`src/rtl/spram_ctrl_pkg.sv`:
```
// Shared types and constants for the single-port RAM request controller.
// Holds the controller state encoding and the response FIFO sizing.
// No logic; imported by the controller and its response FIFO.
package spram_ctrl_pkg;

    typedef enum logic {
        CLEAR = 1'b0,
        RUN   = 1'b1
    } state_t;

    localparam int RESP_FIFO_DEPTH = 2;
    localparam int RESP_CNT_W      = $clog2(RESP_FIFO_DEPTH + 1);

endpackage

```
`src/rtl/spram_resp_fifo.sv`:
```
// Two-entry in-order buffer for RAM read data awaiting the client.
// Latency: pushed word is visible at the head the cycle after the push.
// Backpressure: pop only when non-empty; the controller guarantees it never pushes into a full buffer.
module spram_resp_fifo
    import spram_ctrl_pkg::*;
#(
    parameter int DATA_WIDTH = 32
) (
    input  logic                  clk,
    input  logic                  rst,
    input  logic                  push,
    input  logic [DATA_WIDTH-1:0] push_data,
    input  logic                  pop,
    output logic [DATA_WIDTH-1:0] head_data,
    output logic [RESP_CNT_W-1:0] count
);

    localparam int PW = $clog2(RESP_FIFO_DEPTH);

    logic [DATA_WIDTH-1:0] mem [RESP_FIFO_DEPTH];
    logic [PW-1:0]         wr_ptr;
    logic [PW-1:0]         rd_ptr;
    logic                  do_push;
    logic                  do_pop;

    assign do_pop    = pop && (count != '0);
    // A push into a full buffer is only legal when the head leaves in the same cycle.
    assign do_push   = push && ((count != RESP_CNT_W'(RESP_FIFO_DEPTH)) || do_pop);
    assign head_data = mem[rd_ptr];

    always_ff @(posedge clk) begin
        if (do_push) begin
            mem[wr_ptr] <= push_data;
        end
    end

    always_ff @(posedge clk) begin
        if (rst) begin
            wr_ptr <= '0;
            rd_ptr <= '0;
            count  <= '0;
        end else begin
            if (do_push) begin
                wr_ptr <= wr_ptr + PW'(1);
            end
            if (do_pop) begin
                rd_ptr <= rd_ptr + PW'(1);
            end
            count <= count + RESP_CNT_W'(do_push) - RESP_CNT_W'(do_pop);
        end
    end

endmodule

```
`src/rtl/spram_req_ctrl.sv`:
```
// Client request front-end for a 1-cycle-latency single-port RAM, with full-RAM zeroing on reset/clear.
// Latency: reads return at t+2 through a 2-entry response FIFO; writes are posted.
// Backpressure: req_ready_o drops when buffered plus in-flight reads would exceed the FIFO, during CLEAR, or with a clear pending.
module spram_req_ctrl
    import spram_ctrl_pkg::*;
#(
    parameter  int DATA_WIDTH = 32,
    parameter  int DATA_DEPTH = 1024,
    parameter  int BYTE_SIZE  = 8,
    localparam int AW         = $clog2(DATA_DEPTH),
    localparam int NB         = DATA_WIDTH / BYTE_SIZE
) (
    input  logic                  clk,
    input  logic                  rst,
    input  logic                  req_valid_i,
    output logic                  req_ready_o,
    input  logic [NB-1:0]         req_we_i,
    input  logic [AW-1:0]         req_addr_i,
    input  logic [DATA_WIDTH-1:0] req_wdata_i,
    output logic                  resp_valid_o,
    input  logic                  resp_ready_i,
    output logic [DATA_WIDTH-1:0] resp_rdata_o,
    input  logic                  clear_i,
    output logic                  clear_busy_o,
    output logic [AW-1:0]         ram_addr_o,
    output logic [NB-1:0]         ram_we_o,
    output logic [DATA_WIDTH-1:0] ram_wdata_o,
    input  logic [DATA_WIDTH-1:0] ram_rdata_i
);

    state_t                state_q;
    state_t                state_d;
    logic [AW-1:0]         cnt_q;
    logic                  inflight_q;
    logic                  clr_pend_q;
    logic [RESP_CNT_W-1:0] fifo_count;
    logic                  fifo_pop;
    logic [RESP_CNT_W:0]   occupancy;
    logic                  req_acc;
    logic                  rd_acc;
    logic                  clr_acc;
    logic                  clr_last;

    assign resp_valid_o = (fifo_count != '0);
    assign fifo_pop     = resp_valid_o && resp_ready_i;
    assign clear_busy_o = (state_q == CLEAR);

    // Slots already committed: buffered words plus the read whose data lands next cycle, minus the one leaving now.
    assign occupancy   = (RESP_CNT_W+1)'(fifo_count) + (RESP_CNT_W+1)'(inflight_q)
                       - (RESP_CNT_W+1)'(fifo_pop);
    assign req_ready_o = (state_q == RUN) && !clr_pend_q
                      && (occupancy < (RESP_CNT_W+1)'(RESP_FIFO_DEPTH));

    assign req_acc  = req_valid_i && req_ready_o;
    assign rd_acc   = req_acc && (req_we_i == '0);
    assign clr_acc  = (state_q == RUN) && (clear_i || clr_pend_q) && !inflight_q && !req_acc;
    assign clr_last = (cnt_q == AW'(DATA_DEPTH - 1));

    always_comb begin
        state_d     = state_q;
        ram_addr_o  = req_addr_i;
        ram_we_o    = '0;
        ram_wdata_o = req_wdata_i;
        case (state_q)
            CLEAR: begin
                ram_addr_o  = cnt_q;
                ram_we_o    = '1;
                ram_wdata_o = '0;
                if (clr_last) begin
                    state_d = RUN;
                end
            end
            RUN: begin
                if (req_acc) begin
                    ram_we_o = req_we_i;
                end
                if (clr_acc) begin
                    state_d = CLEAR;
                end
            end
            default: state_d = CLEAR;
        endcase
    end

    always_ff @(posedge clk) begin
        if (rst) begin
            state_q    <= CLEAR;
            cnt_q      <= '0;
            inflight_q <= 1'b0;
            clr_pend_q <= 1'b0;
        end else begin
            state_q    <= state_d;
            cnt_q      <= (state_q == CLEAR && !clr_last) ? cnt_q + AW'(1) : '0;
            inflight_q <= rd_acc;
            clr_pend_q <= (state_q == RUN) && (clear_i || clr_pend_q) && !clr_acc;
        end
    end

    spram_resp_fifo #(
        .DATA_WIDTH (DATA_WIDTH)
    ) u_resp_fifo (
        .clk       (clk),
        .rst       (rst),
        .push      (inflight_q),
        .push_data (ram_rdata_i),
        .pop       (fifo_pop),
        .head_data (resp_rdata_o),
        .count     (fifo_count)
    );

endmodule
```
`config.mk`:
```
export PLATFORM = sky130hd
export DESIGN_NAME = spram_req_ctrl
export DESIGN_NICKNAME = d
export VERILOG_FILES = /design/src/rtl/spram_ctrl_pkg.sv /design/src/rtl/spram_resp_fifo.sv /design/src/rtl/spram_req_ctrl.sv
export SDC_FILE = /design/constraint.sdc
export NUM_CORES = 1
export LEC_CHECK = 0
export CORE_ASPECT_RATIO = 0.6
export CORE_MARGIN = 5
export CORE_UTILIZATION = 41
export CTS_BUF_LIST = sky130_fd_sc_hd__clkbuf_4 sky130_fd_sc_hd__clkbuf_8 sky130_fd_sc_hd__clkbuf_16
export DETAILED_ROUTE_END_ITERATION = 8
export PLACE_DENSITY = 0.82
export SYNTH_ARGS = -nofsm -noshare
export SYNTH_HDL_FRONTEND = slang
export SYNTH_SLANG_ARGS = --single-unit
```
`constraint.sdc`:
```
create_clock -name clk -period 3.18 [get_ports clk]
set_clock_uncertainty 0.15 [all_clocks]
set_input_delay 0.636 -clock clk [delete_from_list [all_inputs] [get_ports clk]]
set_output_delay 0.636 -clock clk [all_outputs]
set_load 0.02 [all_outputs]
```
# Word level (Yosys, flattened, before mapping)
# Memory sizes are Yosys's and may differ from the RTL's. A register that Yosys moved wholly into a read port is not among the register bits.
# Cells that the tools add are included.
[word_totals]
mem_bits_rw = 64
register_bits = 17
memories = 1
rom_bits = 0
input_bits = 83
latch_bits = 0
[op_classes]
order_cmp = 1
mul = 0
n_eq_ne = 2
n_bitwise = 2
shifts = 0
reduce_logical = 22
n_mux = 11
add_sub_neg = 7
n_div = 0
[mem_list]
columns = ["memory", "words", "width", "read_ports", "rd_clocked_by_memory_dff", "wr", "line", "rtl"]
rows = [
  ["u_resp_fifo.mem", 2, 32, 1, 1, 1, "spram_resp_fifo.sv:20", "logic [DATA_WIDTH-1:0] mem [RESP_FIFO_DEPTH];"],
]
[op_table]
columns = ["op", "n"]
rows = [
  ["$mux 32", 1],
  ["$logic_and 1x1->1", 12],
  ["$add 10x1->10 const B", 1],
  ["$eq 10x10->1 const B", 1],
  ["$mux 10", 1],
  ["$pmux 4 s2", 1],
  ["$mux 1", 6],
  ["$logic_not 1->1", 5],
  ["$logic_not 4->1", 1],
  ["$mux 4", 1],
  ["$add 2x1->3", 1],
  ["$lt 3x2->1 const B", 1],
  ["$sub 3x1->3", 1],
  ["$add 1x1->1 const B", 2],
  ["$add 2x1->2", 1],
  ["$logic_or 1x1->1", 2],
  ["$ne 2x2->1 const B", 1],
  ["$not 1->1", 2],
  ["$pmux 1 s2", 1],
  ["$reduce_bool 2->1", 1],
  ["$reduce_or 2->1", 1],
  ["$sub 2x1->2", 1],
]

# Longest topological paths before layout
# Gate-level depths: netlist of run 1.
[depth]
ltp_word = 10
mapped_depth = 8

# By module
# Synthesis of run 1 repeated with hierarchy kept, for this count alone.
[hier_totals]
hier_cells = 248
area_unflattened_um2 = 3548.4
[modules_own_cells]
columns = ["module", "area_per_inst_um2", "n_inst", "cells_each", "seq_area_each_um2"]
rows = [
  ["spram_resp_fifo", 2548.7, 1, 124, 2021.9],
  ["spram_req_ctrl", 999.7, 1, 124, 260.2],
]

# Worst setup path after synthesis of run 1
# Ideal clock, no wire load.
[synth_path]
path_type = "input-to-output"
from = "in resp_ready_i"
to = "out ram_we_o[0]"
t_required_ns = 2.394
path_slack_ns = -0.107
stages = 8
arrival_time_ns = 2.501
cell_sequence = "o21a_1 > ha_1 > inv_1 > nand2_1 > fa_1 > nor2b_1 > nand4_1 > o21ai_0"
[synth_via]
elab_chain_len = 7
[synth_rtl]
columns = ["element", "line", "rtl"]
rows = [
  ["start, declared", "spram_req_ctrl.sv:21", "input logic resp_ready_i,"],
  ["$logic_and 1x1->1", "spram_req_ctrl.sv:45", "assign fifo_pop = resp_valid_o && resp_ready_i;"],
  ["$sub 3x1->3", "spram_req_ctrl.sv:50", "- (RESP_CNT_W+1)'(fifo_pop);"],
  ["$lt 3x2->1", "spram_req_ctrl.sv:52", "&& (occupancy < (RESP_CNT_W+1)'(RESP_FIFO_DEPTH));"],
  ["$logic_and 1x1->1", "spram_req_ctrl.sv:52", ""],
  ["$logic_and 1x1->1", "spram_req_ctrl.sv:54", "assign req_acc = req_valid_i && req_ready_o;"],
  ["$mux 4", "spram_req_ctrl.sv:74", "if (req_acc) begin"],
  ["$pmux 4 s2", "spram_req_ctrl.sv:64", "case (state_q)"],
  ["end, declared", "spram_req_ctrl.sv:26", "output logic [NB-1:0] ram_we_o,"],
]
# No other way between the ends.

# Worst setup path after layout of run 1
[layout_path]
from = "reg u_resp_fifo.count[0]"
to = "out ram_we_o[1]"
[layout_via]
elab_chain_len = 8
elab_cells_between_ends = 9
cone_classes = "add/sub (2); order compare (1); mux (2); reduce/logical (4)"
[layout_rtl]
columns = ["element", "line", "rtl"]
rows = [
  ["start, declared", "spram_resp_fifo.sv:15", "output logic [RESP_CNT_W-1:0] count"],
  ["start signal, assigned", "spram_resp_fifo.sv:49", "count <= count + RESP_CNT_W'(do_push) - RESP_CNT_W'(do_pop);"],
  ["branches (longest 2 deep; another with $add 2x1->3)", "-", ""],
  ["$sub 3x1->3 (*)", "spram_req_ctrl.sv:50", ""],
  ["$lt 3x2->1 (*)", "spram_req_ctrl.sv:52", ""],
  ["$logic_and 1x1->1 (*)", "spram_req_ctrl.sv:52", ""],
  ["$logic_and 1x1->1 (*)", "spram_req_ctrl.sv:54", ""],
  ["$mux 4 (*)", "spram_req_ctrl.sv:74", ""],
  ["$pmux 4 s2 (*)", "spram_req_ctrl.sv:64", ""],
]
# Mark *: on every way between the ends.

==> impl_metrics.toml, run 1 <==
[outcome]
outcome = "finished, violations left"
violations = "negative setup slack"

[grt]
grt_pass1_vias = 2801
antenna_found_initial = 0
grt-ovfl-total = 0
grt_pass1_wl_mm = 14.2
grt_max_degree = 33
track_usage = 0.177

[yosys]
yosys-top-cells-area = "edfxtp_1 (55%), mux2_2 (13%), dfxtp_1 (10%)"
synth_seq_cells = 82
synth_top_cell_by_area = "edfxtp_1"
yosysWarnings = 0
yosysMostFrequentCell = "edfxtp_1"
yosysUniqueCellTypes = 38
avgSynthCellArea_um2 = 14.2
synth_commonest_cells = "edfxtp_1 (64), mux2_2 (40), and2_1 (33)"
synth_edf_count = 64
synth-main-ff-cell = "edfxtp_1"
synth_seq_area_share = 0.648
syn_nets = 336
synth_cells = 248
async_flop_share = 0
mappedNetlistArea_mm2 = 0.00352
synth.top_cell.area_share = 0.546

[cts]
clock-root-buffer = "clkbuf_16"
worstSkewPairLatency_ps = 330
clockBufferDepth = 2
htree_levels = 3
path_clk_slew_ps = 60
cts.sinks = 82
cts_buffers = 9
tritoncts = "yes"

[layout]
multi_input_area_mm2 = 0.00117
n_antenna_cell = 0
fillers = 607
final_design_area_no_fill_mm2 = 0.00566
layout-drive-gt1-share = 0.204
areaGrowthSynthToFinish_pct = 60.9
fin_nets = 510
final_cells = 539
regArea_mm2 = 0.00228

[worst_setup_path]
ff2ff_path_depth = 9
crit_type = "reg2out"
cp_max_fo = 5
rrSetupSlack_ps = 690
cp.arrival_ps = 2500
cp.required_ps = 2390
startpoint_type = "flip-flop"
end_kind = "primary output"

[drt]
vias = 2603
vias_per_cell = 4.83
dr.first_iter.drc_count = 103
finalWirelength_mm = 9.28
firstDrtPassIters = 4
routedWlPerCell_um = 17.2
drcViolationCount = 0
ant_nets = 0

[floorplanning]
io_pins = 164
floorplan.initialDensity = 0.418
rows = 26
dieArea_mm2 = 0.0106
dieWidth_um = 130
coreArea_mm2 = 0.00843
die_h_um = 81.8

[timing]
setup_violations = 4
hold_viol = 0
slew_headroom = 0.477
worstMarginPinSlew_ps = 785
rsz0062_at_grt = "yes"
setup_slack_ps = -110
slew_viol_final = 0
min_period_ps = 3290
finalCritPeriodShare = 1.03
fmax_ghz = 0.304

[placement]
placed_cells = 521
io_buffers = 163
dp_hpwl_mm = 6.97
gp_routability_congestion = 0.817
placed_area_mm2 = 0.00534

[flow_run]
max_cap_viol_count = 0

[min_path]
hold-path-cell-count = 1
hp-class = "reg2reg"

[pwr]
irDropWorstVdd_mv = 0.371
p_leak_nw = 2.00
p_per_area_mw_per_mm2 = 475
[power breakdown]
group | internal [mW] | switching (mW) | total, mW | leakage, nW
Clock | 0.615 | 0.422 | 1.04 | 0.146
Combinational | 0.285 | 0.181 | 0.466 | 1.14
Sequential | 1.17 | 0.0208 | 1.19 | 0.722
[state kept, by name, indices dropped and copies added, names as in the netlist, named ones only]
register,count
inflight_q,1
cnt_q,10
u_resp_fifo.wr_ptr,1
u_resp_fifo.mem,64
clr_pend_q,1
state_q,1
u_resp_fifo.count,2
u_resp_fifo.rd_ptr,1
[final timing paths]
path / to / from
worst min-delay path: cnt_q[0]$_SDFF_PP0_ / cnt_q[0]$_SDFF_PP0_
worst max register to register: state_q$_SDFF_PP0_ / u_resp_fifo.count[0]$_SDFF_PP0_
worst min register to register: cnt_q[0]$_SDFF_PP0_ / cnt_q[0]$_SDFF_PP0_
worst max-delay path: ram_we_o[1] / u_resp_fifo.count[0]$_SDFF_PP0_
[critical path, cell delays in order, from the launching register on]
cell,delay [ps]
dfxtp_2,320
o21a_1,200
ha_1,280
inv_2,70
nand2_2,50
fa_1,490
nor2b_4,150
nand4_1,230
o21ai_1,220
buf_4,160
[cells by family (layout without fill, tap and decap cells)]
group / after synthesis / after routing / synth area share
AO/OA/AOI/OAI: 21 / 21 / 0.0405
buffers and inverters: 22 / 201 / 0.0249
AND/OR/NAND/NOR: 70 / 70 / 0.117
XOR/XNOR: 6 / 6 / 0.0149
flip-flops: 82 / 82 / 0.648
adder cells (fa/ha/maj): 5 / 5 / 0.0199
multiplexers: 42 / 42 / 0.134
[timing repair]
action                     CTS  global route
hold buffers                 0             0
setup endpoints to repair    5             5
buffers inserted             2             0
gates resized for setup     41             2
gates cloned                 0             0
pin swaps                    7             6
[through the flow]
stage	hold slack (ps)	total power, mW	worst slack (ps)	util	setup TNS, ps
finish	312	2.69	-110	0.672	-407
detailed placement	301	1.65	-993	0.634	-4700
global placement	293	1.64	-868	0.634	-4080
CTS	317	2.71	-155	0.671	-571
global route	365	2.80	-235	0.672	-906
floorplan	278	1.40	-107	-	-426
[cells in the final DEF, fill, tap and decap left out, types with 8 or more instances in the layout]
cell / n
and2_1: 33
nor2_1: 8
inv_1: 10
edfxtp_1: 64
buf_4: 13
clkdlybuf4s50_1: 157
mux2_2: 40
clkbuf_16: 9
dfxtp_1: 16
[layout make-up]
class                           instances  share of cell area
Sequential cell                        82               0.403
Tap cell                              112              0.0247
Multi-Input combinational cell        144               0.206
Clock buffer                            9              0.0398
Timing Repair Buffer                  174               0.305
Clock inverter                          7              0.0137
Inverter                               11             0.00729
[per-layer routing]
metal  part of all wire  vias to the layer above  global-route usage
met4             0.0099                        0              0.0498
met5                  0                        -                   0
met2               0.50                       73               0.301
met1               0.44                     1267               0.221
li1                   -                     1254                   -
met3              0.055                        9              0.0578
(Power assumes the default switching activity.)
==> inputs of run 2 (changes only) <==
==> constraint.sdc (replaced) <==
create_clock -name clk -period 3.3 [get_ports clk]
set_clock_uncertainty 0.15 [all_clocks]
set_input_delay 0.66 -clock clk [delete_from_list [all_inputs] [get_ports clk]]
set_output_delay 0.66 -clock clk [all_outputs]
set_load 0.02 [all_outputs]
==> run 2 against run 1 <==
The run still ends with negative setup slack left. Register-to-register slack got worse by 100 ps. Flip-flop and latch count stayed put. Wire length fell by 3.6%. Clock power about the same. Combinational power down 2%. Worst hold slack better by 16 ps. Setup slack improved by 100 ps. Design area increased by 0.35%. Critical endpoint is now ram_we_o[0]. Largest power group unchanged.
==> impl_metrics.toml, run 2 (synthesized netlist as in run 1, its figures left out) <==
[grt]
grt_pass1_wl_mm = 13.8
grt-ovfl-total = 0
grt_max_degree = 33
antenna_found_initial = 0
track_usage = 0.172
grt_pass1_vias = 2793

[placement]
dp_hpwl_mm = 6.65
placed_area_mm2 = 0.00531
placed_cells = 520
io_buffers = 163
gp_routability_congestion = 0.808
pre_cts_slack_ps = -860

[pwr]
total_power_mw = 2.64
irDropWorstVdd_mv = 0.317
p_per_area_mw_per_mm2 = 465
p_leak_nw = 2.03

[cts]
clockBufferDepth = 2
cts_buffers = 9
cts.sinks = 82
clock-root-buffer = "clkbuf_16"
holdBufCountCts = 0
htree_levels = 3
tritoncts = "yes"
worstSkewPairLatency_ps = 320
path_clk_slew_ps = 60

[worst_setup_path]
critical_path.cell_chain = "buf_6 > o21a_1 > ha_1 > inv_2 > nand2_2 > fa_1 > nor2b_4 > nand4_1 > o21ai_1 > buf_4"
crit_type = "in2out"
cp.arrival_ps = 2500
critical-path-top-delay-family = "adder cells"
cpPeakStageDelay_ps = 480
path_buf_inv = 3
cp.required_ps = 2490
critPathSlowestCell = "fa_1"
startpoint_type = "input port"
end_kind = "primary output"
cp_max_fo = 5

[floorplanning]
dieWidth_um = 130
coreArea_mm2 = 0.00843
floorplan.initialDensity = 0.418
rows = 26
io_pins = 164
dieArea_mm2 = 0.0106
die_h_um = 81.8

[flow_run]
max_cap_viol_count = 0

[layout]
layout_commonest_cell = "clkdlybuf4s50_1"
largest-register = "u_resp_fifo.mem"
layout_common_cells = "clkdlybuf4s50_1 (157), edfxtp_1 (64), mux2_2 (40)"
final_cells = 542
areaGrowthSynthToFinish_pct = 61.5
layout-drive-gt1-share = 0.207
n_antenna_cell = 0
largest_reg_flops = 64
fin_nets = 513
final_design_area_no_fill_mm2 = 0.00568
largestRegisters = "u_resp_fifo.mem x64, cnt_q x10, u_resp_fifo.count x2"

[drt]
vias_per_cell = 4.76
finalWirelength_mm = 8.95
ant_nets = 0
drcViolationCount = 0
vias = 2582
dr.first_iter.drc_count = 105
routedWlPerCell_um = 16.5
firstDrtPassIters = 4

[timing]
slew_headroom = 0.473
fmax_ghz = 0.302
rsz0062_at_grt = "yes"
finalSetupTns_ps = -17.3
setup_violations = 2
setup_slack_ps = -9.64
worstMarginPinSlew_ps = 791
finalCritPeriodShare = 1.00
hold_viol = 0
slew_viol_final = 0
min_period_ps = 3310

[min_path]
hp-class = "reg2reg"

[outcome]
outcome = "finished, violations left"
violations = "negative setup slack"
==> run 2: changes by cell type in the layout (fill, tap and decap cells not counted), sizes merged <==
cell,change
inv,-2
bufinv,+1
clkinv,-1
dlygate4sd2,+1
clkbuf,+2
buf,+2
==> run 2: what timing repair did <==
action,4_1_cts,5_1_grt
resized for setup,38,2
setup endpoints to repair,5,5
pin swaps,7,5
setup buffers,3,3
hold endpoints to repair,0,0
==> run 2: routing by layer <==
layer | global-route usage | wire length, µm | vias up
li1 | - | - | 1257
met4 | 0.0591 | 194 | 0
met5 | 0 | 0 | -
met3 | 0.0578 | 558 | 15
met1 | 0.218 | 3910 | 1229
met2 | 0.281 | 4290 | 81
==> run 2: final cells by class <==
type                    count  area, µm²
fillers                   616       2740
flip-flops and latches     82       2280
repair buffers            177       1730
multi-input cells         144       1170
clock buffers              11        240
well taps                 112        140
clock inverters             5       81.3
inverters                  11       41.3
==> run 2: final timing paths <==
| path | from | endpoint | slack, ps | depth (start not counted) |
|---|---|---|---|---|
| max | resp_ready_i | ram_we_o[0] | -10 | 10 |
| min | cnt_q[0]$_SDFF_PP0_ | cnt_q[0]$_SDFF_PP0_ | 330 | 1 |
| max reg2reg | u_resp_fifo.count[1]$_SDFF_PP0_ | state_q$_SDFF_PP0_ | 590 | 11 |
| min reg2reg | cnt_q[0]$_SDFF_PP0_ | cnt_q[0]$_SDFF_PP0_ | 330 | 1 |
==> run 2: stage by stage <==
stage	util	hold slack (ps)
4_1_cts	0.671	328
5_1_grt	0.674	358
2_1_floorplan	-	278
6_report	0.674	328
3_5_place_dp	0.630	315
3_3_place_gp	0.630	294
==> run 2: report_power, final <==
group | leakage [nW] | internal, mW | switching (mW)
sequential | 0.722 | 1.13 | 0.0107
combinational | 1.15 | 0.273 | 0.184
clock | 0.157 | 0.679 | 0.370
total | 2.03 | 2.08 | 0.564
==> inputs of run 3 (changes only) <==
--- a/config.mk
+++ b/config.mk
@@ -11,6 +11,7 @@
 export CTS_BUF_LIST = sky130_fd_sc_hd__clkbuf_4 sky130_fd_sc_hd__clkbuf_8 sky130_fd_sc_hd__clkbuf_16
 export DETAILED_ROUTE_END_ITERATION = 8
 export PLACE_DENSITY = 0.82
+export SKIP_CTS_REPAIR_TIMING = 1
 export SYNTH_ARGS = -nofsm -noshare
 export SYNTH_HDL_FRONTEND = slang
 export SYNTH_SLANG_ARGS = --single-unit
==> run 3 against run 2 <==
The run still ends with negative setup slack left. Via count fell by 0.46%. Die area did not move. Power shrank 0.44%.
==> impl_metrics.toml, run 3 (synthesized netlist as in run 1, its figures left out) <==
[layout]
largest_reg_flops = 64
largestRegisters = "u_resp_fifo.mem x64, cnt_q x10, u_resp_fifo.count x2"
layout_common_cells = "clkdlybuf4s50_1 (157), edfxtp_1 (64), mux2_2 (40)"
areaGrowthSynthToFinish_pct = 60.7
fin_nets = 509
n_antenna_cell = 0
layout-drive-gt1-share = 0.197
fillers = 620
layout_commonest_cell = "clkdlybuf4s50_1"
largest-register = "u_resp_fifo.mem"

[grt]
grt-ovfl-total = 0
grt_pass1_wl_mm = 13.6
antenna_found_initial = 0
grt_pass1_vias = 2774
track_usage = 0.171
grt_max_degree = 33

[cts]
worstSkewPairLatency_ps = 320
cts.sinks = 82
htree_levels = 3
clockBufferDepth = 2
cts_buffers = 9
clock-root-buffer = "clkbuf_16"
path_clk_slew_ps = 60
tritoncts = "yes"

[floorplanning]
dieArea_mm2 = 0.0106
io_pins = 164
rows = 26
coreArea_mm2 = 0.00843
die_h_um = 81.8
floorplan.initialDensity = 0.418
dieWidth_um = 130

[placement]
dp_hpwl_mm = 6.65
io_buffers = 163
gp_routability_congestion = 0.808

[drt]
highest_layer = "met4"
vias = 2570
met2_length_mm = 4.27
ant_nets = 0
finalWirelength_mm = 8.91
routedWlPerCell_um = 16.6
met1Wirelength_mm = 3.89
dr.first_iter.drc_count = 111
drcViolationCount = 0
vias_per_cell = 4.78
wl_met3_um = 583
firstDrtPassIters = 4

[worst_setup_path]
crit_type = "in2out"
cp.required_ps = 2490
startpoint_type = "input port"
rrSetupSlack_ps = 750
cp.arrival_ps = 2580
end_kind = "primary output"
cp_max_fo = 5

[pwr]
p_leak_nw = 2.02
total_power_mw = 2.63
irDropWorstVdd_mv = 0.307
p_per_area_mw_per_mm2 = 465

[timing]
rsz0062_at_grt = "yes"
fmax_ghz = 0.295
worstMarginPinSlew_ps = 788
finalCritPeriodShare = 1.03
slew_headroom = 0.475
slew_viol_final = 0
min_period_ps = 3390
finalSetupTns_ps = -321
setup_slack_ps = -89.5
hold_viol = 0
setup_violations = 4

[outcome]
outcome = "finished, violations left"
violations = "negative setup slack"

[flow_run]
max_cap_viol_count = 0

[min_path]
hp-class = "reg2reg"
## run 3: cell count changes in the layout (fill, tap and decap cells not counted), sizes merged
cell,delta
buf,-4
dlymetal6s2s,+1
dlygate4sd2,-1
## run 3: layer usage
layer / vias to the layer above / GRT usage
li1: 1249 / -
met1: 1224 / 0.214
met2: 84 / 0.276
met3: 13 / 0.0604
met4: 0 / 0.0591
met5: - / 0
## run 3: worst paths after layout
| check | startpoint | endpoint | cells past startpoint |
|---|---|---|---|
| min | cnt_q[0]$_SDFF_PP0_ | cnt_q[0]$_SDFF_PP0_ | 1 |
| min reg2reg | cnt_q[0]$_SDFF_PP0_ | cnt_q[0]$_SDFF_PP0_ | 1 |
| max reg2reg | u_resp_fifo.count[1]$_SDFF_PP0_ | state_q$_SDFF_PP0_ | 9 |
| max | resp_ready_i | ram_we_o[3] | 10 |
## run 3: critical path, stage by stage
cell and delay, ps:
buf_6 90, o21a_1 110, ha_1 310, inv_2 70, nand2_2 60, fa_1 540, nor2b_4 140, nand4_1 220
o21ai_1 220, buf_4 160
## run 3: where the power goes
group	switching (mW)	leakage, nW	internal [mW]
logic	0.181	1.14	0.265
clock network	0.369	0.157	0.679
registers	0.0112	0.721	1.12
## run 3: stage by stage
step	setup WS (ps)	utilization	cells	area [µm²]	hold WS, ps
4_1_cts	-900	0.668	536	5630	328
6_report	-89.5	0.671	538	5660	330
2_1_floorplan	-34.6	-	248	3520	278
3_3_place_gp	-794	0.630	520	5310	294
3_5_place_dp	-860	0.630	520	5310	315
5_1_grt	-224	0.671	538	5660	358
## run 3: layout make-up
| class | count | area, µm² | share of cell area |
|---|---|---|---|
| multi-input cells | 144 | 1170 | 0.207 |
| well taps | 112 | 140 | 0.0248 |
| flip-flops and latches | 82 | 2280 | 0.404 |
| inverters | 11 | 41.3 | 0.00730 |
| clock inverters | 5 | 81.3 | 0.0144 |
| repair buffers | 173 | 1700 | 0.301 |
| clock buffers | 11 | 240 | 0.0425 |
==> edit 1 (settings of run 1) <==
Make the reset (`rst`) asynchronous in 2 clocked blocks.
--- a/src/rtl/spram_resp_fifo.sv
+++ b/src/rtl/spram_resp_fifo.sv
@@ -34,7 +34,7 @@
         end
     end
 
-    always_ff @(posedge clk) begin
+    always_ff @(posedge clk or posedge rst) begin
         if (rst) begin
             wr_ptr <= '0;
             rd_ptr <= '0;
--- a/src/rtl/spram_req_ctrl.sv
+++ b/src/rtl/spram_req_ctrl.sv
@@ -82,7 +82,7 @@
         endcase
     end
 
-    always_ff @(posedge clk) begin
+    always_ff @(posedge clk or posedge rst) begin
         if (rst) begin
             state_q    <= CLEAR;
             cnt_q      <= '0;
Behaviour: differs if rst is asserted again (counterexample within 4 cycles, from zero or initial values and one cycle with rst high); with rst held inactive, the same outputs for 10 cycles.
==> edit 1 against run 1 <==
The flow still finishes with violations (setup timing); worst setup slack got worse by 0.096 ns; critical path depth increased by 1; routed wire length decreased by 1.9%; die area increased by 1.1%; count of clock-buffer cells in the layout increased by 3; cell area increased by 2.7%; synthesized area increased by 1.3%; first-iteration DRC count increased by 13%; maximum frequency decreased by 2.8%; sequential cell count decreased by 1; global-route usage decreased by 0.66 points.
Power is not compared: it rests on default switching activity, and its combinational part moved more than twofold at a synthesized area within 25%.
==> edit 1: results (changes against run 1) <==
** Run status
- Status :: finished, violations left
- The final reports fail on setup timing.

** Route
- Detailed-route wire length :: 9100 µm (-1.9%)
- The number of DRC markers after the initial detailed-route iteration was 116 (+13%).
- Via density per instance :: 4.81 (-0.32%)

** Yosys
- In the synthesized netlist, the cells that appear most often are 64 x sky130_fd_sc_hd__edfxtp_1, 39 x sky130_fd_sc_hd__mux2_2, 35 x sky130_fd_sc_hd__and2_1.
- Per-instance average area after synthesis :: 14.6 µm² (+2.9%)
- The sequential cell area fraction in the yosys report came to 0.658 (+0.0101).
- The share of flip-flops with an asynchronous set or reset is 0.210 (+0.210).
- Count of different cell masters after synthesis :: 35 (-7.9%)
- Leading post-synthesis cells by cell area :: sky130_fd_sc_hd__edfxtp_1 54%, sky130_fd_sc_hd__mux2_2 12%, sky130_fd_sc_hd__dfrtp_1 12%, sky130_fd_sc_hd__and2_1 6.1%, sky130_fd_sc_hd__ha_1 1.4%
- The net count after synthesis came to 332 (-1.2%).

** Global route
- Tot GR Track Use :: 0.171 (-0.00661)
- First-pass GRT wire length :: 13800 µm (-2.4%)

** Min path
- Type of the most critical hold path :: flop to flop

** Flow run
- Count of max-cap constraint violations :: 0 (unchanged)

** STA
- Worst slew margin :: 0.467 (-0.00997)
- Worst Slack Setup Final :: -0.206 ns (-0.0960 ns)
- The setup violation total in the final timing report came to 5 (+1).

** Cells and area
- The share of cells above drive strength 1 came to 0.218 (+0.0144).
- Number of standard cells in the layout, taps in and fillers out :: 543 (+0.74%)
- Number of nets in the layout :: 514 (+0.78%)
- Filler Cells Inserted :: 578 (-4.8%)

** Clocking
- The maximum clock insertion buffer count came to 2 (unchanged).

** Critical path
- CP arrival :: 2.60 ns (+0.10 ns)
- FF-to-FF setup slack :: 0.62 ns (-0.07 ns)
- Largest stage delay on the critical path :: 0.53 ns (+0.04 ns)
- Family of cells with the greatest summed delay on the critical path :: simple AND/OR/NAND/NOR gates
- CP max-delay cell :: sky130_fd_sc_hd__fa_2

** Placed design
- Number of instances in the placed design :: 520 (-0.19%)
- Routability-driven placement congestion ratio :: 0.815 (-0.29%)
- The detailed placement HPWL came to 6860 µm (-1.5%).
- Post-place setup slack :: -0.955 ns (+0.0382 ns)
## edit 1: cell types whose count changed after synthesis, sizes merged, moves of 2 or more
cell / change
a21boi: -2
nor3: -2
o21ai: -3
xor2: +2
nand2: +3
or2: +2
a21o: +3
nand4: -2
and3: -2
dfxtp: -18
mux2: -3
clkbuf: -2
dfrtp: +17
and2: +2
## edit 1: routing by layer
layer	GRT usage	up-vias	routed length, µm
met2	0.291	73	4610
met4	0.0483	0	89
met5	0	-	0
met3	0.0482	8	524
li1	-	1250	-
met1	0.216	1283	3880
## edit 1: timing repair
item / CTS / global route
endpoints found under the setup margin: 5 / 5
buffers inserted: 3 / 4
pin swaps: 6 / 6
gates resized for setup: 38 / 2
## edit 1: area by class of cell
| type | count | area share |
|---|---|---|
| clock buffers | 12 | 0.0437 |
| flip-flops and latches | 81 | 0.404 |
| clock inverters | 4 | 0.00925 |
| multi-input cells | 142 | 0.203 |
| inverters | 11 | 0.00753 |
| well taps | 112 | 0.0241 |
| repair buffers | 181 | 0.309 |
## edit 1: final timing paths
check / start / endpoint / depth (start not counted)
max in group asynchronous: rst / u_resp_fifo.count[1] / 2
worst max-delay path: u_resp_fifo.count[1] / ram_we_o[2] / 10
min in group asynchronous: rst / cnt_q[2] / 2
worst min-delay path: u_resp_fifo.wr_ptr / u_resp_fifo.wr_ptr / 1
worst max register to register: u_resp_fifo.count[1] / state_q / 10
worst min register to register: u_resp_fifo.wr_ptr / u_resp_fifo.wr_ptr / 1
## edit 1: kinds of logic (layout without fill, tap and decap cells)
group	count (synthesis)	in the layout	synth area share
multiplexers	40	40	0.126
XOR/XNOR	7	7	0.0172
AND/OR/NAND/NOR	72	72	0.116
buffers and inverters	21	208	0.0239
adder cells (fa/ha/maj)	5	5	0.0197
flip-flops	81	81	0.658
AO/OA/AOI/OAI	18	18	0.0390
## edit 1: power groups by stage
stage	clock [mW]	combinational, mW	sequential [mW]
floorplan	0	0.489	1.20
global placement	0	0.941	1.20
detailed placement	0	0.954	1.20
CTS	1.06	1.03	1.17
global route	1.11	1.18	1.18
finish	1.03	1.11	1.17
## edit 1: through the flow
stage               area, µm²  hold WS, ns  TNS, ns  total power [mW]  utilization
finish                   5820        0.400   -0.902              3.31        0.685
global route             5820        0.415    -1.25              3.47        0.685
CTS                      5780        0.401   -0.842              3.27        0.681
detailed placement       5410        0.399    -4.62              2.15        0.638
global placement         5410        0.377    -4.14              2.14        0.638
floorplan                3570        0.310        0              1.69            -
==> edit 2 (settings of run 1) <==
Without the edit above. The parameter `BYTE_SIZE` goes from 8 to 16.
--- a/src/rtl/spram_req_ctrl.sv
+++ b/src/rtl/spram_req_ctrl.sv
@@ -6,7 +6,7 @@
 #(
     parameter  int DATA_WIDTH = 32,
     parameter  int DATA_DEPTH = 1024,
-    parameter  int BYTE_SIZE  = 8,
+    parameter  int BYTE_SIZE  = 16,
     localparam int AW         = $clog2(DATA_DEPTH),
     localparam int NB         = DATA_WIDTH / BYTE_SIZE
 ) (
Ports: changed (resized ram_we_o and req_we_i); port bits go from 164 to 160. The function was not compared with the original's and may differ.
==> edit 2 against run 1 <==
The flow still finishes with violations (setup timing); clock power decreased by 8%; largest cell class unchanged; cell area decreased by 0.97%; routed wire length decreased by 5.9%; worst setup slack improved by 0.083 ns; synthesized area decreased by 0.75%; power decreased by 3.8%; critical path type unchanged; sequential cell count unchanged; worst hold slack improved by 0.023 ns; register-to-register slack got worse by 0.57 ns; non-clock buffer count decreased by 1.
==> edit 2: results (changes against run 1) <==
** Placed design
- Detailed-placement wirelength estimate :: 6320 µm (-9.3%)
- Cell Area, Placed :: 5250 µm² (-1.7%)
- Number of instances in the placed design :: 510 (-2.1%)
- The routability congestion estimate was 0.788 (-3.5%).
- Post-place setup slack :: -0.887 ns (+0.106 ns)

** Global route
- First-pass GRT wire length :: 13300 µm (-6.2%)
- Pin count of the biggest net entering global routing :: 42 (+27%)
- The met3 track demand over resource came to 0.0500 (-0.00780).
- Routing usage on met1 :: 0.213 (-0.00723)
- The met2 usage in global routing is 0.278 (-0.0222).
- Via count of the first global-routing pass :: 2582 (-7.8%)

** Cells and area
- The clock network contribution to total cell area was 0.0506 (-0.00282).
- Sequential share of cell area :: 0.407 (+0.00374)
- The net count reported at finish came to 502 (-1.6%).
- The count of plain and timing-repair buffers came to 173 (-0.57%).
- Clkbuf count :: 10 (+1)
- Area taken by multi-input logic gates :: 1170 µm² (-0.21%)
- The total number of multi-input combinational cells came to 141 (-2.1%).
- Signal buffers share of area :: 0.303 (-0.00147)
- The summed area of non-filler cells in the final layout came to 5610 µm² (-0.97%).

** Floorplan
- The full die area is 10500 µm² (-0.68%).

** STA
- Final setup TNS :: -0.0449 ns (+0.362 ns)
- The setup violation total in the final timing report is 2 (-2).
- The slew at the pin closest to its max-slew limit came to 0.782 ns (-0.00297 ns).
- The worst setup slack after layout came to -0.0274 ns (+0.0828 ns).

** Route
- Wire length on met3 :: 548 µm (+7.7%)
- Met2 wire length :: 4240 µm (-7.8%)
- The wire length after detailed routing came to 8730 µm (-5.9%).
- Wire length on met1 :: 3810 µm (-6.6%)

** Yosys
- By count the netlist is led by 64 x sky130_fd_sc_hd__edfxtp_1, 40 x sky130_fd_sc_hd__mux2_2, 33 x sky130_fd_sc_hd__and2_1.
- Per-instance average area after synthesis :: 14.4 µm² (+1.7%)
- Portion of the post-synthesis area used by sequential elements :: 0.653 (+0.00488)
- Total nets after synthesis :: 328 (-2.4%)
- After synthesis, the cell types taking the most area are sky130_fd_sc_hd__edfxtp_1 55%, sky130_fd_sc_hd__mux2_2 13%, sky130_fd_sc_hd__dfxtp_1 10%, sky130_fd_sc_hd__and2_1 5.9%, sky130_fd_sc_hd__ha_1 1.4%.

** Clocking
- Number of resized instances in the post-cts repair step :: 26 (-37%)
- Number of buffers inserted by post-CTS setup repair :: 7 (+5)

** Run status
- The final reports fail on setup timing.
- Status :: finished, violations left

** Critical path
- Maximum net fanout on the critical path :: 3 (-2)
- In this run the critical register-to-register path is launched from u_resp_fifo.count[0].
- The data arrival time of the critical path is 2.42 ns (-0.08 ns).

** Power and ir drop
- Worst vdd ir :: 0.000341 V (-8.2%)
- Reported leakage power :: 1.97 nW (-1.7%)
- The total internal power came to 1.98 mW (-4.1%).
[edit 2: final timing paths]
| path | depth (start not counted) | slack, ns | endpoint |
|---|---|---|---|
| hold reg to reg | 1 | 0.34 | cnt_q[0] |
| setup reg to reg | 14 | 0.12 | inflight_q |
| hold / removal | 1 | 0.34 | cnt_q[0] |
| setup / recovery | 9 | -0.03 | ram_we_o[0] |
[edit 2: power groups by stage]
| stage | Clock [mW] | Sequential, mW | Combinational [mW] |
|---|---|---|---|
| after floorplan | 0 | 1.20 | 0.207 |
| after global placement | 0 | 1.20 | 0.430 |
| after detailed placement | 0 | 1.20 | 0.439 |
| after CTS | 0.982 | 1.17 | 0.449 |
| after global routing | 1.03 | 1.18 | 0.485 |
| final | 0.960 | 1.18 | 0.453 |
[edit 2: cell families after synthesis]
kind of cell	Yosys count	share of synthesized area
xor+xnor	6	0.0150
flops	82	0.653
fa+ha+maj	5	0.0201
mux	42	0.135
simple gates	69	0.116
buf+inv	19	0.0218
compound gates	19	0.0380
